**src/rtl/sm_mul_add.sv**
```systemverilog
// Signed-magnitude reconstruction: numerator = quotient * denominator + remainder,
// shift-add multiply one magnitude bit per clock under a start/busy/done handshake.
module sm_mul_add #(
   parameter int MAG_W = 2
) (
   input  logic               clk,
   input  logic               rst,
   input  logic               start,
   input  logic [MAG_W:0]     quotient,
   input  logic [MAG_W:0]     denominator,
   input  logic [MAG_W:0]     remainder,
   output logic               busy,
   output logic               done,
   output logic [2*MAG_W:0]   numerator,
   output logic               divbyzero,
   output logic               rem_invalid,
   output logic               zero
);

   localparam int PW    = 2 * MAG_W;
   localparam int CNT_W = $clog2(MAG_W + 1);

   typedef enum logic [1:0] {IDLE, MUL, ADD, DONE} state_t;

   state_t             state_q, state_d;
   logic [MAG_W-1:0]   q_mag_q, q_mag_d;
   logic [PW-1:0]      d_mag_q, d_mag_d;
   logic [PW-1:0]      acc_q, acc_d;
   logic [CNT_W-1:0]   cnt_q, cnt_d;
   logic               q_sign_q, q_sign_d;
   logic               d_sign_q, d_sign_d;
   logic               r_sign_q, r_sign_d;
   logic [MAG_W-1:0]   r_mag_q, r_mag_d;
   logic               dz_p_q, dz_p_d;
   logic               ri_p_q, ri_p_d;
   logic [PW:0]        num_q, num_d;
   logic               zero_q, zero_d;
   logic               dz_q, dz_d;
   logic               ri_q, ri_d;

   logic               ps;
   logic [PW-1:0]      rm_ext;
   logic [PW-1:0]      res_mag;
   logic               res_sign;

   // Signed-magnitude add of product and remainder; zero magnitude is never negative.
   always_comb begin
      ps     = q_sign_q ^ d_sign_q;
      rm_ext = {{MAG_W{1'b0}}, r_mag_q};
      if (ps == r_sign_q) begin
         res_mag  = acc_q + rm_ext;
         res_sign = ps;
      end else if (acc_q >= rm_ext) begin
         res_mag  = acc_q - rm_ext;
         res_sign = ps;
      end else begin
         res_mag  = rm_ext - acc_q;
         res_sign = r_sign_q;
      end
      if (res_mag == '0) res_sign = 1'b0;
   end

   always_comb begin
      state_d  = state_q;
      q_mag_d  = q_mag_q;
      d_mag_d  = d_mag_q;
      acc_d    = acc_q;
      cnt_d    = cnt_q;
      q_sign_d = q_sign_q;
      d_sign_d = d_sign_q;
      r_sign_d = r_sign_q;
      r_mag_d  = r_mag_q;
      dz_p_d   = dz_p_q;
      ri_p_d   = ri_p_q;
      num_d    = num_q;
      zero_d   = zero_q;
      dz_d     = dz_q;
      ri_d     = ri_q;
      case (state_q)
         IDLE: begin
            if (start) begin
               q_mag_d  = quotient[MAG_W-1:0];
               d_mag_d  = {{MAG_W{1'b0}}, denominator[MAG_W-1:0]};
               acc_d    = '0;
               cnt_d    = CNT_W'(MAG_W);
               q_sign_d = quotient[MAG_W];
               d_sign_d = denominator[MAG_W];
               r_sign_d = remainder[MAG_W];
               r_mag_d  = remainder[MAG_W-1:0];
               // Flags are judged on the captured magnitudes, before the divisor gets shifted.
               dz_p_d   = (denominator[MAG_W-1:0] == '0);
               ri_p_d   = (remainder[MAG_W-1:0] >= denominator[MAG_W-1:0]);
               state_d  = MUL;
            end
         end
         MUL: begin
            if (q_mag_q[0]) acc_d = acc_q + d_mag_q;
            q_mag_d = q_mag_q >> 1;
            d_mag_d = d_mag_q << 1;
            cnt_d   = cnt_q - CNT_W'(1);
            if (cnt_q == CNT_W'(1)) state_d = ADD;
         end
         ADD: begin
            num_d   = {res_sign, res_mag};
            zero_d  = (res_mag == '0);
            dz_d    = dz_p_q;
            ri_d    = ri_p_q;
            state_d = DONE;
         end
         DONE: state_d = IDLE;
         default: state_d = IDLE;
      endcase
   end

   always_ff @(posedge clk) begin
      if (rst) begin
         state_q  <= IDLE;
         q_mag_q  <= '0;
         d_mag_q  <= '0;
         acc_q    <= '0;
         cnt_q    <= '0;
         q_sign_q <= 1'b0;
         d_sign_q <= 1'b0;
         r_sign_q <= 1'b0;
         r_mag_q  <= '0;
         dz_p_q   <= 1'b0;
         ri_p_q   <= 1'b0;
         num_q    <= '0;
         zero_q   <= 1'b0;
         dz_q     <= 1'b0;
         ri_q     <= 1'b0;
      end else begin
         state_q  <= state_d;
         q_mag_q  <= q_mag_d;
         d_mag_q  <= d_mag_d;
         acc_q    <= acc_d;
         cnt_q    <= cnt_d;
         q_sign_q <= q_sign_d;
         d_sign_q <= d_sign_d;
         r_sign_q <= r_sign_d;
         r_mag_q  <= r_mag_d;
         dz_p_q   <= dz_p_d;
         ri_p_q   <= ri_p_d;
         num_q    <= num_d;
         zero_q   <= zero_d;
         dz_q     <= dz_d;
         ri_q     <= ri_d;
      end
   end

   assign busy        = (state_q == MUL) || (state_q == ADD);
   assign done        = (state_q == DONE);
   assign numerator   = num_q;
   assign divbyzero   = dz_q;
   assign rem_invalid = ri_q;
   assign zero        = zero_q;

endmodule

```
**config.mk**
```make
export PLATFORM = sky130hd
export DESIGN_NAME = sm_mul_add
export DESIGN_NICKNAME = d
export VERILOG_FILES = /design/src/rtl/sm_mul_add.sv
export SDC_FILE = /design/constraint.sdc
export NUM_CORES = 1
export LEC_CHECK = 0
export BUFFER_PORTS_ARGS = -buffer_cell sky130_fd_sc_hd__buf_4
export CELL_PAD_IN_SITES_DETAIL_PLACEMENT = 0
export CELL_PAD_IN_SITES_GLOBAL_PLACEMENT = 2
export CORE_MARGIN = 3
export CORE_UTILIZATION = 34
export DETAILED_ROUTE_END_ITERATION = 8
export PLACE_DENSITY = 0.87
export SYNTH_ARGS = -nofsm -noshare
export SYNTH_HDL_FRONTEND = slang
export SYNTH_SLANG_ARGS = --single-unit
```
**constraint.sdc**
```tcl
create_clock -name clk -period 2.95 [get_ports clk]
set_input_delay 0.59 -clock clk [delete_from_list [all_inputs] [get_ports clk]]
set_output_delay 0.59 -clock clk [all_outputs]
set_load 0.01 [all_outputs]
```
==> results_dict.tcl, run 1 <==
set metrics [dict create \
    cts_tree "done" \
    fp.dieW_um 75.6 \
    num_rows 24 \
    clock_latency_ps 280 \
    start_util_pct 36.6 \
    synthCells 189 \
    finalHoldViolCount 0 \
    fp.dieH_um 75.6 \
    gp_congestion 0.875 \
    first_pass_iters 4 \
    finalSetupViolCount 0 \
    ctsRootBufferMaster "clkbuf_8" \
    slew_violations 0 \
    fin_nets 245 \
    leakage_nw 0.809 \
    clock_path_buffers 2 \
    finalPower_w 0.00154 \
    hpwl_um 2540 \
    cts_sinks 29 \
    clkPwrFrac_pct 20.2 \
    switching_share_pct 39.1 \
    path_max_fanout 6 \
    synth_top_area_share_pct 35.2 \
    grtUsageTotal_pct 12.9 \
    pwr-share-seq_pct 35.9 \
    grt_overflow 0 \
    hold-worst-slack_ps 476 \
    path_clk_slew_ps 70 \
    synth_warnings 0 \
    routedWlPerCell_um 12.6 \
    hp-class "reg2reg" \
    outcome "finished clean" \
    worstRegToRegCells 8 \
    crit_path_start_kind "flop" \
    final_cell_count_no_fill 265 \
    grt_start_max_net_pins 31 \
    hold_depth 2 \
    tns_ps 0 \
    grt_first_pass_wirelength_um 5550 \
    drv_cap 0 \
    antenna_found_initial 0 \
    power_switching_w 0.000602 \
    crit_type "reg2reg" \
    dp.cells 257 \
    synth-edff-count 0 \
    seq_area_frac_synth_pct 35.2 \
    pwr-share-comb_pct 43.9 \
    syn_nets 222 \
    routed_wl_um 3330 \
    port_buffers 21 \
    drive_above_1_share_pct 15.5 \
    cts-buffers-inserted 5 \
    synth.area.top_cells "dfxtp_1 (35%), ha_1 (13%), nor2_1 (6.8%)" \
    viasPerCell 5.06 \
    synth.most_common_cell "nor2_1" \
    async_flop_share_pct 0 \
    timing.final.crit_period_ps 2450 \
    rsz0062_at_grt "no" \
    vias 1340 \
    synth_top_area_cell "dfxtp_1" \
    fin_util_pct 42.9 \
    dieArea_mm2 0.00572 \
    slew_headroom_pct 54.7 \
    required_ps 3130 \
    finClkSkew_ps 7.68 \
    drt_iter0_drc 78 \
    antenna_cells 0 \
    end_kind "flop" \
    ios 22 \
    vdd_ir_drop_max_mv 0.393 \
    syn_avg_cell_area_um2 8.72 \
    synth-main-ff-cell "dfxtp_1" \
    drc 0 \
    p_int_w 0.000939 \
    period_share_pct 83.1 \
    postRouteAntennaNets 0 \
    post_cts_buffers 0 \
    ys_ff_latch 29 \
    htreeDepth 2 \
    grt_pass1_vias 1221 \
    worstPathArrival_ps 2630 \
    coreArea_mm2 0.00450 \
    ctsHoldBuffers 0 \
    p_per_area_mw_per_mm2 797 \
    worst_slew_pin_slew_ps 673 \
    synth_common_cells "nor2_1 (30), dfxtp_1 (29), ha_1 (17)" \
    syn-cell-area_mm2 0.00165 \
    post_cts_resized 0 \
    area_growth_pct 17.4 \
    fmax_mhz 408 \
    yosysUniqueCellTypes 33 \
]
per-stage QoR:
step                      setup WS [ps]  cell area [um2]
after floorplan                     834             1650
after global placement              529             1850
after detailed placement            542             1850
after CTS                           480             1930
after global routing                280             1930
final                               497             1930
worst max-delay path, stage by stage (launching register included):
cell and delay [ps]:
dfxtp_1 450, inv_1 190, ha_1 380, and2_1 180
nor3b_1 450, mux2i_1 140, a21oi_1 230, nand4_1 160
a21o_1 180
power groups by stage:
stage | Clock, W | Combinational [W] | Sequential, W
5_1_grt | 0.000341 | 0.000762 | 0.000568
3_3_place_gp | 0 | 0.000681 | 0.000561
4_1_cts | 0.000323 | 0.000686 | 0.000554
3_5_place_dp | 0 | 0.000682 | 0.000564
2_1_floorplan | 0 | 0.000487 | 0.000562
6_report | 0.000312 | 0.000677 | 0.000553
area by class of cell:
cell class,instances,area (um2)
inverter,14,52.6
fill,452,2570
sequential,29,581
clock inverter,2,10.0
tap,52,65.1
clock buffer,6,72.6
multi-input combinational,141,996
timing repair buffer,21,158
flip-flops by register name (all words and copies together), names as in the netlist:
name,flops
acc_q,4
state_q,2
d_sign_q,1
rem_invalid,1
d_mag_q,4
q_sign_q,1
zero,1
cnt_q,2
ri_p_q,1
dz_p_q,1
q_mag_q,2
r_sign_q,1
r_mag_q,2
divbyzero,1
numerator,5
metal layers:
| layer | wire, um | GRT usage (%) |
|---|---|---|
| met5 | 0 | 0 |
| met2 | 1510 | 19.7 |
| met1 | 1610 | 17.2 |
| met4 | 60 | 4.85 |
| met3 | 148 | 3.96 |
cell usage in the layout (no fill, tap or decap):
| master | Yosys | layout |
|---|---|---|
| a2111oi_0 | 1 | 1 |
| a211oi_1 | 8 | 8 |
| a21o_1 | 2 | 2 |
| a21oi_1 | 16 | 16 |
| a22oi_1 | 2 | 2 |
| a311o_2 | 1 | 1 |
| a31oi_1 | 1 | 1 |
| a32oi_1 | 4 | 4 |
| and2_1 | 3 | 3 |
| buf_4 | 0 | 21 |
| clkbuf_1 | 4 | 1 |
| clkbuf_8 | 0 | 5 |
| clkinv_2 | 0 | 2 |
| dfxtp_1 | 29 | 29 |
| fa_1 | 4 | 4 |
| ha_1 | 17 | 17 |
| inv_1 | 14 | 14 |
| mux2i_1 | 6 | 6 |
| nand2_1 | 16 | 16 |
| nand2b_1 | 4 | 4 |
| nand4_1 | 1 | 1 |
| nor2_1 | 30 | 30 |
| nor2b_1 | 3 | 3 |
| nor3_1 | 2 | 2 |
| nor3b_1 | 2 | 2 |
| o21a_1 | 1 | 1 |
| o21ai_0 | 5 | 5 |
| o22ai_1 | 2 | 2 |
| o311ai_0 | 1 | 1 |
| or2_2 | 2 | 2 |
| or2b_2 | 1 | 1 |
| or4_1 | 1 | 1 |
| xnor2_1 | 2 | 2 |
| xor2_1 | 2 | 2 |
| xor3_4 | 1 | 1 |
logic make-up after synthesis:
logic type	after synthesis	share of synthesized area (%)
buffers and inverters	19	4.33
adder cells (fa/ha/maj)	21	17.8
flip-flops	29	35.2
multiplexers	6	3.64
XOR/XNOR	5	3.80
AO/OA/AOI/OAI	44	17.3
AND/OR/NAND/NOR	65	17.9
final timing paths:
| kind | from | endpoint | slack, ps |
|---|---|---|---|
| worst max-delay path | acc_q[1] | numerator[4] | 500 |
| worst min-delay path | numerator[0] | numerator[0] | 480 |
| worst max register to register | acc_q[1] | numerator[4] | 500 |
| worst min register to register | numerator[0] | numerator[0] | 480 |
Power figures use the tool's default switching activity.
==> run 2, diff against run 1 <==
--- a/config.mk
+++ b/config.mk
@@ -9,9 +9,9 @@
 export CELL_PAD_IN_SITES_DETAIL_PLACEMENT = 0
 export CELL_PAD_IN_SITES_GLOBAL_PLACEMENT = 2
 export CORE_MARGIN = 3
-export CORE_UTILIZATION = 34
+export CORE_UTILIZATION = 31
 export DETAILED_ROUTE_END_ITERATION = 8
-export PLACE_DENSITY = 0.87
+export PLACE_DENSITY = 0.84
 export SYNTH_ARGS = -nofsm -noshare
 export SYNTH_HDL_FRONTEND = slang
 export SYNTH_SLANG_ARGS = --single-unit
==> constraint.sdc (replaced) <==
create_clock -name clk -period 2.2 [get_ports clk]
set_input_delay 0.44 -clock clk [delete_from_list [all_inputs] [get_ports clk]]
set_output_delay 0.44 -clock clk [all_outputs]
set_load 0.01 [all_outputs]
==> results_dict.tcl, run 2 (same netlist as run 1, synthesis figures left out) <==
set metrics [dict create \
    power_switching_w 0.000841 \
    final_common_cell "buf_4" \
    tns_ps 0 \
    final_cell_count_no_fill 292 \
    grt_start_max_net_pins 31 \
    drive_above_1_share_pct 26.7 \
    path_max_fanout 3 \
    grtUsageTotal_pct 12.4 \
    htreeDepth 2 \
    ios 22 \
    clock_path_buffers 2 \
    critPathTopFamily "compound AO/OA/AOI/OAI gates" \
    fmax_mhz 477 \
    end_kind "flop" \
    pwr-share-comb_pct 45.0 \
    finalSetupViolCount 0 \
    required_ps 2380 \
    routedWlPerCell_um 12.1 \
    drv_cap 0 \
    grt_pass1_vias 1352 \
    worst_slew_pin_slew_ps 643 \
    finClkSkew_ps 1.34 \
    hpwl_um 2660 \
    area_growth_pct 29.2 \
    crit_path_start_kind "flop" \
    cts-buffers-inserted 5 \
    antenna_cells 0 \
    fp.dieW_um 78.9 \
    pwr-share-seq_pct 33.0 \
    antenna_found_initial 0 \
    start_util_pct 33.3 \
    critPathBufInv 1 \
    grt_overflow 0 \
    gp_congestion 0.820 \
    place_ws_ps -54.1 \
    vias 1355 \
    slew_headroom_pct 56.7 \
    cts_sinks 29 \
    port_buffers 21 \
    crit_chain "buf_4 -> ha_2 -> fa_2 -> nor2b_1 -> a311o_2 -> a32oi_2 -> nand4_1 -> a21o_1" \
    viasPerCell 4.64 \
    crit_type "reg2reg" \
    period_share_pct 95.2 \
    ctsRootBufferMaster "clkbuf_8" \
    routed_wl_um 3530 \
    timing.final.crit_period_ps 2090 \
    final_cell_mix "buf_4 (33), nor2_1 (30), dfxtp_1 (27), nand2_1 (16), a21oi_1 (15)" \
    fin_nets 257 \
    clock_latency_ps 280 \
    slew_violations 0 \
    num_rows 25 \
    fp.dieH_um 78.9 \
    path_clk_slew_ps 70 \
    postRouteAntennaNets 0 \
    p_per_area_mw_per_mm2 1050 \
    dp.cells 284 \
    max_stage_delay_ps 340 \
    largest_reg_flops 5 \
    worstPathArrival_ps 2270 \
    rsz0062_at_grt "yes" \
    outcome "finished clean" \
    drc 0 \
    vdd_ir_drop_max_mv 0.551 \
    drt_iter0_drc 32 \
    p_int_w 0.00139 \
    hold-worst-slack_ps 403 \
    grt_first_pass_wirelength_um 6130 \
    finalWorstSetupSlack_ps 106 \
    ctsHoldBuffers 0 \
    dieArea_mm2 0.00623 \
    hp-class "in2reg" \
    cts_tree "done" \
    finalHoldViolCount 0 \
    clkPwrFrac_pct 22.1 \
    slowest_stage "fa_2" \
    post_cts_buffers 0 \
    switching_share_pct 37.7 \
    leakage_nw 0.882 \
    coreArea_mm2 0.00494 \
    first_pass_iters 4 \
]
-- run 2: worst paths after layout --
check | from | to | slack [ps] | cells past startpoint
hold / removal | remainder[2] | r_sign_q | 400 | 3
hold reg to reg | r_mag_q[0] | r_mag_q[0] | 470 | 2
setup reg to reg | r_mag_q[0] | numerator[4] | 110 | 8
setup / recovery | r_mag_q[0] | numerator[4] | 110 | 8
-- run 2: timing repair --
item | in CTS | in global routing
pin swaps | 1 | 6
resized for setup | 4 | 15
setup endpoints to repair | 2 | 4
-- run 2: layout make-up --
class | count | area (um2)
clock inverter | 1 | 5.00
timing repair buffer | 33 | 248
tap | 67 | 83.8
fill | 523 | 2810
multi-input combinational | 141 | 1060
inverter | 14 | 52.6
sequential | 29 | 586
clock buffer | 7 | 96.3
-- run 2: metrics by stage --
stage	power (W)	area [um2]	util, %
finish	0.00223	2130	43.1
global route	0.00244	2130	43.1
CTS	0.00224	2080	42.0
detailed placement	0.00172	1960	39.7
global placement	0.00172	1960	39.7
floorplan	0.00141	1650	-
-- run 2: worst reg2reg max path, delay by kind of cell (launching register included) --
family          cells  cell delay (ps)
simple gates        2              300
buf+inv             1              130
flops               1              330
fa+ha+maj           2              520
compound gates      3              710
-- run 2: routing by layer --
layer  vias up  GRT usage (%)  routed length [um]
met5         -              0                   0
li1        716              -                   -
met4         0           4.12                  31
met3         5           3.51                 182
met2        26           21.1                1680
met1       608           15.1                1640
-- run 2: power by group through the flow --
stage | Clock [W] | Sequential, W | Combinational (W)
3_3_place_gp | 0 | 0.000746 | 0.000974
2_1_floorplan | 0 | 0.000753 | 0.000653
6_report | 0.000492 | 0.000736 | 0.00100
5_1_grt | 0.000532 | 0.000753 | 0.00116
4_1_cts | 0.000512 | 0.000738 | 0.000992
3_5_place_dp | 0 | 0.000749 | 0.000975
